$ cat src/rtl/cache_control_if.sv
// Cache controller bus bundle: CPU request/response, datapath status and
// array write controls, and the backing-memory handshake.
// master: the environment side (CPU, datapath, memory).
// slave:  the cache controller.
interface cache_control_if;
    // CPU side
    logic mem_read;
    logic mem_write;
    logic mem_resp;
    // Datapath status for the current index
    logic hit;
    logic hit_way;
    logic lru_out;
    logic dirty1_out;
    logic dirty2_out;
    // Datapath array write enables
    logic load_tag1;
    logic load_tag2;
    logic load_valid1;
    logic load_valid2;
    logic load_data1;
    logic load_data2;
    logic load_dirty1;
    logic load_dirty2;
    logic load_lru;
    // Datapath write values and way select
    logic valid_in;
    logic dirty_in;
    logic lru_in;
    logic eviction;
    // Backing memory
    logic pmem_read;
    logic pmem_write;
    logic pmem_addr_sel;
    logic pmem_resp;

    modport master (
        output mem_read, mem_write, hit, hit_way, lru_out, dirty1_out, dirty2_out, pmem_resp,
        input  mem_resp, load_tag1, load_tag2, load_valid1, load_valid2, load_data1, load_data2,
        input  load_dirty1, load_dirty2, load_lru, valid_in, dirty_in, lru_in, eviction,
        input  pmem_read, pmem_write, pmem_addr_sel
    );

    modport slave (
        input  mem_read, mem_write, hit, hit_way, lru_out, dirty1_out, dirty2_out, pmem_resp,
        output mem_resp, load_tag1, load_tag2, load_valid1, load_valid2, load_data1, load_data2,
        output load_dirty1, load_dirty2, load_lru, valid_in, dirty_in, lru_in, eviction,
        output pmem_read, pmem_write, pmem_addr_sel
    );
endinterface

$ cat src/rtl/cache_control.sv
// Two-way write-back cache controller: CHECK / WRITEBACK / FILL.
// Hits complete in the same cycle; misses evict the LRU way (writing it
// back first when dirty) and retry the access once the line is filled.
// Optional performance counters are enabled by defining CACHE_PERF_CNT_EN;
// without it the counter outputs are constant zero.
module cache_control #(
    parameter int CNT_WIDTH = 16
) (
    input  logic                 clk,
    input  logic                 reset_n,
    cache_control_if.slave       bus,
    output logic [CNT_WIDTH-1:0] hit_count,
    output logic [CNT_WIDTH-1:0] miss_count,
    output logic [CNT_WIDTH-1:0] wb_count
);

    typedef enum logic [1:0] {
        CHECK     = 2'd0,
        WRITEBACK = 2'd1,
        FILL      = 2'd2
    } state_t;

    state_t state;
    state_t state_next;
    logic   victim;
    logic   victim_next;
    logic   req;

    logic mem_resp_c;
    logic load_tag1_c, load_tag2_c;
    logic load_valid1_c, load_valid2_c;
    logic load_data1_c, load_data2_c;
    logic load_dirty1_c, load_dirty2_c;
    logic load_lru_c;
    logic valid_in_c, dirty_in_c, lru_in_c;
    logic eviction_c;
    logic pmem_read_c, pmem_write_c, pmem_addr_sel_c;

    // Next-state and output decode; hits respond combinationally for zero wait states
    always_comb begin
        req             = bus.mem_read | bus.mem_write;
        state_next      = state;
        victim_next     = victim;
        mem_resp_c      = 1'b0;
        load_tag1_c     = 1'b0;
        load_tag2_c     = 1'b0;
        load_valid1_c   = 1'b0;
        load_valid2_c   = 1'b0;
        load_data1_c    = 1'b0;
        load_data2_c    = 1'b0;
        load_dirty1_c   = 1'b0;
        load_dirty2_c   = 1'b0;
        load_lru_c      = 1'b0;
        valid_in_c      = 1'b0;
        dirty_in_c      = 1'b0;
        lru_in_c        = 1'b0;
        eviction_c      = 1'b0;
        pmem_read_c     = 1'b0;
        pmem_write_c    = 1'b0;
        pmem_addr_sel_c = 1'b0;
        case (state)
            CHECK: begin
                if (req) begin
                    if (bus.hit) begin
                        mem_resp_c = 1'b1;
                        load_lru_c = 1'b1;
                        lru_in_c   = ~bus.hit_way;
                        if (bus.mem_write) begin
                            dirty_in_c = 1'b1;
                            if (bus.hit_way) begin
                                load_data2_c  = 1'b1;
                                load_dirty2_c = 1'b1;
                            end else begin
                                load_data1_c  = 1'b1;
                                load_dirty1_c = 1'b1;
                            end
                        end
                    end else begin
                        victim_next = bus.lru_out;
                        if (bus.lru_out ? bus.dirty2_out : bus.dirty1_out)
                            state_next = WRITEBACK;
                        else
                            state_next = FILL;
                    end
                end
            end
            WRITEBACK: begin
                pmem_write_c    = 1'b1;
                pmem_addr_sel_c = 1'b1;
                eviction_c      = 1'b1;
                if (bus.pmem_resp)
                    state_next = req ? FILL : CHECK;
            end
            FILL: begin
                pmem_read_c = 1'b1;
                eviction_c  = 1'b1;
                if (bus.pmem_resp) begin
                    valid_in_c = 1'b1;
                    if (victim) begin
                        load_data2_c  = 1'b1;
                        load_tag2_c   = 1'b1;
                        load_valid2_c = 1'b1;
                        load_dirty2_c = 1'b1;
                    end else begin
                        load_data1_c  = 1'b1;
                        load_tag1_c   = 1'b1;
                        load_valid1_c = 1'b1;
                        load_dirty1_c = 1'b1;
                    end
                    state_next = CHECK;
                end
            end
            default: state_next = CHECK;
        endcase
    end

    // State and latched victim way; reset returns to CHECK at once
    always_ff @(posedge clk or negedge reset_n) begin
        if (!reset_n) begin
            state  <= CHECK;
            victim <= 1'b0;
        end else begin
            state  <= state_next;
            victim <= victim_next;
        end
    end

    assign bus.mem_resp      = mem_resp_c      & reset_n;
    assign bus.load_tag1     = load_tag1_c     & reset_n;
    assign bus.load_tag2     = load_tag2_c     & reset_n;
    assign bus.load_valid1   = load_valid1_c   & reset_n;
    assign bus.load_valid2   = load_valid2_c   & reset_n;
    assign bus.load_data1    = load_data1_c    & reset_n;
    assign bus.load_data2    = load_data2_c    & reset_n;
    assign bus.load_dirty1   = load_dirty1_c   & reset_n;
    assign bus.load_dirty2   = load_dirty2_c   & reset_n;
    assign bus.load_lru      = load_lru_c      & reset_n;
    assign bus.valid_in      = valid_in_c      & reset_n;
    assign bus.dirty_in      = dirty_in_c      & reset_n;
    assign bus.lru_in        = lru_in_c        & reset_n;
    assign bus.eviction      = eviction_c      & reset_n;
    assign bus.pmem_read     = pmem_read_c     & reset_n;
    assign bus.pmem_write    = pmem_write_c    & reset_n;
    assign bus.pmem_addr_sel = pmem_addr_sel_c & reset_n;

`ifdef CACHE_PERF_CNT_EN
    logic                 retry;
    logic                 start_miss;
    logic [CNT_WIDTH-1:0] hit_q;
    logic [CNT_WIDTH-1:0] miss_q;
    logic [CNT_WIDTH-1:0] wb_q;

    assign start_miss = (state == CHECK) && (state_next != CHECK);

    // Saturating counters; retry marks the hit that finishes a miss so it is not a first-try hit
    always_ff @(posedge clk or negedge reset_n) begin
        if (!reset_n) begin
            retry  <= 1'b0;
            hit_q  <= '0;
            miss_q <= '0;
            wb_q   <= '0;
        end else begin
            if (start_miss)
                retry <= 1'b1;
            else if ((state == CHECK) && (mem_resp_c || !req))
                retry <= 1'b0;
            if (mem_resp_c && !retry && (hit_q != '1))
                hit_q <= hit_q + CNT_WIDTH'(1);
            if (start_miss && (miss_q != '1))
                miss_q <= miss_q + CNT_WIDTH'(1);
            if ((state == WRITEBACK) && bus.pmem_resp && (wb_q != '1))
                wb_q <= wb_q + CNT_WIDTH'(1);
        end
    end

    assign hit_count  = hit_q;
    assign miss_count = miss_q;
    assign wb_count   = wb_q;
`else
    assign hit_count  = '0;
    assign miss_count = '0;
    assign wb_count   = '0;
`endif

endmodule

$ cat src/flat_wrapper.sv
// flat-port wrapper written by rule: the top's interface ports become plain ports
module cache_control_flat 
#(
    parameter int CNT_WIDTH = 16
)
  (clk, reset_n, hit_count, miss_count, wb_count, bus_mem_read, bus_mem_write, bus_hit, bus_hit_way, bus_lru_out, bus_dirty1_out, bus_dirty2_out, bus_pmem_resp, bus_mem_resp, bus_load_tag1, bus_load_tag2, bus_load_valid1, bus_load_valid2, bus_load_data1, bus_load_data2, bus_load_dirty1, bus_load_dirty2, bus_load_lru, bus_valid_in, bus_dirty_in, bus_lru_in, bus_eviction, bus_pmem_read, bus_pmem_write, bus_pmem_addr_sel);
  cache_control_if bus_i ();
  input  logic clk;
  input  logic reset_n;
  output logic [CNT_WIDTH-1:0] hit_count;
  output logic [CNT_WIDTH-1:0] miss_count;
  output logic [CNT_WIDTH-1:0] wb_count;
  input wire logic [$bits(bus_i.mem_read)-1:0] bus_mem_read;
  input wire logic [$bits(bus_i.mem_write)-1:0] bus_mem_write;
  input wire logic [$bits(bus_i.hit)-1:0] bus_hit;
  input wire logic [$bits(bus_i.hit_way)-1:0] bus_hit_way;
  input wire logic [$bits(bus_i.lru_out)-1:0] bus_lru_out;
  input wire logic [$bits(bus_i.dirty1_out)-1:0] bus_dirty1_out;
  input wire logic [$bits(bus_i.dirty2_out)-1:0] bus_dirty2_out;
  input wire logic [$bits(bus_i.pmem_resp)-1:0] bus_pmem_resp;
  output wire logic [$bits(bus_i.mem_resp)-1:0] bus_mem_resp;
  output wire logic [$bits(bus_i.load_tag1)-1:0] bus_load_tag1;
  output wire logic [$bits(bus_i.load_tag2)-1:0] bus_load_tag2;
  output wire logic [$bits(bus_i.load_valid1)-1:0] bus_load_valid1;
  output wire logic [$bits(bus_i.load_valid2)-1:0] bus_load_valid2;
  output wire logic [$bits(bus_i.load_data1)-1:0] bus_load_data1;
  output wire logic [$bits(bus_i.load_data2)-1:0] bus_load_data2;
  output wire logic [$bits(bus_i.load_dirty1)-1:0] bus_load_dirty1;
  output wire logic [$bits(bus_i.load_dirty2)-1:0] bus_load_dirty2;
  output wire logic [$bits(bus_i.load_lru)-1:0] bus_load_lru;
  output wire logic [$bits(bus_i.valid_in)-1:0] bus_valid_in;
  output wire logic [$bits(bus_i.dirty_in)-1:0] bus_dirty_in;
  output wire logic [$bits(bus_i.lru_in)-1:0] bus_lru_in;
  output wire logic [$bits(bus_i.eviction)-1:0] bus_eviction;
  output wire logic [$bits(bus_i.pmem_read)-1:0] bus_pmem_read;
  output wire logic [$bits(bus_i.pmem_write)-1:0] bus_pmem_write;
  output wire logic [$bits(bus_i.pmem_addr_sel)-1:0] bus_pmem_addr_sel;
  assign bus_i.mem_read = bus_mem_read;
  assign bus_i.mem_write = bus_mem_write;
  assign bus_i.hit = bus_hit;
  assign bus_i.hit_way = bus_hit_way;
  assign bus_i.lru_out = bus_lru_out;
  assign bus_i.dirty1_out = bus_dirty1_out;
  assign bus_i.dirty2_out = bus_dirty2_out;
  assign bus_i.pmem_resp = bus_pmem_resp;
  assign bus_mem_resp = bus_i.mem_resp;
  assign bus_load_tag1 = bus_i.load_tag1;
  assign bus_load_tag2 = bus_i.load_tag2;
  assign bus_load_valid1 = bus_i.load_valid1;
  assign bus_load_valid2 = bus_i.load_valid2;
  assign bus_load_data1 = bus_i.load_data1;
  assign bus_load_data2 = bus_i.load_data2;
  assign bus_load_dirty1 = bus_i.load_dirty1;
  assign bus_load_dirty2 = bus_i.load_dirty2;
  assign bus_load_lru = bus_i.load_lru;
  assign bus_valid_in = bus_i.valid_in;
  assign bus_dirty_in = bus_i.dirty_in;
  assign bus_lru_in = bus_i.lru_in;
  assign bus_eviction = bus_i.eviction;
  assign bus_pmem_read = bus_i.pmem_read;
  assign bus_pmem_write = bus_i.pmem_write;
  assign bus_pmem_addr_sel = bus_i.pmem_addr_sel;
  cache_control #(.CNT_WIDTH(CNT_WIDTH)) u_core (.clk(clk), .reset_n(reset_n), .bus(bus_i), .hit_count(hit_count), .miss_count(miss_count), .wb_count(wb_count));
endmodule
$ cat config.mk
export PLATFORM = sky130hd
export DESIGN_NAME = cache_control_flat
export DESIGN_NICKNAME = d
export VERILOG_FILES = /design/src/rtl/cache_control_if.sv /design/src/rtl/cache_control.sv /design/src/flat_wrapper.sv
export SDC_FILE = /design/constraint.sdc
export NUM_CORES = 1
export LEC_CHECK = 0
export ABC_AREA = 0
export CAP_MARGIN = 30
export CELL_PAD_IN_SITES_DETAIL_PLACEMENT = 1
export CELL_PAD_IN_SITES_GLOBAL_PLACEMENT = 1
export CORE_AREA = 2 2 63 80
export DETAILED_ROUTE_END_ITERATION = 8
export DIE_AREA = 0 0 65 82
export GPL_ROUTABILITY_DRIVEN = 0
export PLACE_DENSITY_LB_ADDON = 0.3
export SETUP_SLACK_MARGIN = 0.4
export SLEW_MARGIN = 20
export SYNTH_ARGS = -nofsm -noshare
export SYNTH_HDL_FRONTEND = slang
export SYNTH_SLANG_ARGS = --single-unit
$ cat constraint.sdc
create_clock -name clk -period 1.5 [get_ports clk]
set_input_delay 0.225 -clock clk [delete_from_list [all_inputs] [get_ports clk]]
set_output_delay 0.225 -clock clk [all_outputs]
set_load 0.05 [all_outputs]
==> impl_metrics.yaml <==
synthesis:
  synthCells: 96
  synth_area_per_cell_sq_um: 7.781
  synth_common_cells: "buf_4, and2_1"
  async_flop_share_pct: 100.0
  ys.flop_type: "dfrtp_1"
  synth-seq-cells: 3
  yosysSeqAreaShare_pct: 10.05
  synth.distinct_cells: 27
  synth_top_area_share_pct: 54.27
  synth_edf_count: 0
  ys.warnings.count: 0
  synth_area_sq_um: 747.0
  yosysTopAreaCell: "buf_4"
  ys_top_cells_by_area: "buf_4, dfrtp_1, ha_1"
  yosysMostFrequentCell: "buf_4"
clocking:
  cts-htree-levels: 1
  cts_root_buf: "clkbuf_8"
  cts_sinks: 3
  insertion_delay_ns: 0.21
  cts_hold_buf: 0
  clk_pin_slew_ns: 0.03
  clock_path_buffers: 2
  tritoncts: "done"
  cts_made_buffers: 3
timing:
  finalWorstSetupSlack_ns: -0.3083
  fin_crit_sh_pct: 120.6
  skew_ns: 0.003625
  finalHoldViolCount: 0
  rsz0062_at_grt: "yes"
  whs_ns: 0.2408
  fmax_mhz: 553.0
  setup_violations: 19
  drv_slew: 0
  period_minus_slack_ns: 1.808
floorplan:
  dieWidth_um: 65
  initial_core_util_pct: 16.28
  die_area_sq_um: 5330
  rows: 28
  ios: 75
  die_h_um: 82
  core_sq_um: 4589
critical_path:
  worstSetupPathType: "reg2reg"
  r2r_slack_ns: -0.31
  r2r-start: "u_core.state[0]"
  r2r_end: "u_core.state[0]"
  cp.arrival_ns: 1.89
  reg2reg_depth: 8
  startpoint_type: "flip-flop"
  cp_data_required_time_ns: 1.59
  worstSetupEndpointType: "flip-flop"
  crit_path_max_fanout: 6
global_route:
  grt_pass1_wl_um: 3339
  grtUsageMet1_pct: 6.874
  grt_use_total_pct: 8.372
  use_met2_pct: 17.42
  busiest_layer: "met2"
  met3_usage_pct: 3.699
  grt_pass1_vias: 709
  grt_max_degree: 7
  antenna_found_initial: 0
  grt-ovfl-total: 0
cells_and_area:
  drive_gt1_share_pct: 53.33
  fin_cells: 210
  post-route-cell-area_sq_um: 1503
  syn2layout_area_growth_pct: 101.2
  num-nets-final: 164
  diodes: 0
place:
  place_area_sq_um: 1245
  post-place-ws_ns: -0.2512
  place_inst: 191
  io_buffers: 26
  dp_hpwl_um: 1728
drt:
  ant_nets: 0
  vias_per_cell: 3.257
  wire_per_inst_um: 10.91
  vias: 684
  first_pass_iters: 2
  drc_errors: 0
  wirelength_um: 2291
  drtIter0Drc: 17
pwr:
  power.density_nw_per_um2: 1549
  p_total_mw: 2.327
  leakagePower_nw: 0.6978
  peakVddDrop_uv: 352.9
outcome:
  violations: "setup timing"
  outcome: "finished, violations left"
job:
  maxCapViolations: 0
worst_hold_path:
  hold_class: "in2async"
==> routing by layer <==
layer	vias to the layer above	share of wire, %
met1	314	29
met4	0	0.74
li1	318	-
met2	50	60
met3	2	11
met5	-	0
==> power breakdown <==
group	switching, mW	internal (mW)
clock network	0.0484	0.181
logic	0.991	0.944
registers	0.0456	0.118
total	1.08	1.24
==> layout make-up <==
type | count | area (sq um)
fillers | 540 | 3087
well taps | 60 | 75.07
clock buffers | 4 | 45.04
multi-input cells | 83 | 583.1
repair buffers | 57 | 713.2
inverters | 3 | 11.26
flip-flops and latches | 3 | 75.07
==> worst max-delay path by stage <==
stage | end | from
after global routing | bus_load_data1 | u_core.state[0]
after detailed placement | bus_load_dirty2 | reset_n
after global placement | bus_lru_in | bus_mem_write
after floorplan | bus_load_valid1 | u_core.state[0]
final | u_core.state[0] | u_core.state[0]
after CTS | bus_load_dirty1 | u_core.state[0]
==> stage by stage <==
stage	utilization, %	setup TNS, ns
after floorplan	-	-1.002
after global placement	27.13	-1.907
after detailed placement	27.13	-2.306
after CTS	31.87	-3.417
after global routing	32.74	-5.144
final	32.74	-4.036
==> cells by family after synthesis <==
| logic type | share of synthesized area, % |
|---|---|
| adder cells (fa/ha/maj) | 5.026 |
| multiplexers | 3.350 |
| buffers and inverters | 55.78 |
| AND/OR/NAND/NOR | 16.75 |
| flip-flops | 10.05 |
| other | 0.5020 |
| AO/OA/AOI/OAI | 8.544 |
==> flip-flops by register name (all words and copies together) (netlist names) <==
register       flops
u_core.victim      1
u_core.state       2
==> cells in the final DEF, fill, tap and decap left out, drive strengths merged, types with 2 or more instances in the layout <==
cell type and instances:
a21oi 2, and2 5, and3 3, buf 48, clkbuf 4, clkdlybuf4s50 8
conb 48, dfrtp 3, ha 3, inv 3, nand3 3, nor2 2
nor2b 2, o21ai 2, or2 2
==> critical path, stage by stage, from the launching register on <==
cell     delay [ns]
dfrtp_1        0.36
inv_2          0.08
buf_12         0.13
ha_4           0.17
buf_4          0.13
buf_6          0.10
o21ba_4        0.19
or2_4          0.26
a211o_1        0.27
==> repair_timing <==
action,4_1_cts,5_1_grt
buffers inserted,11,4
endpoints found under the setup margin,20,20
pin swaps,8,7
resized for setup,18,3
(Power assumes the default switching activity.)
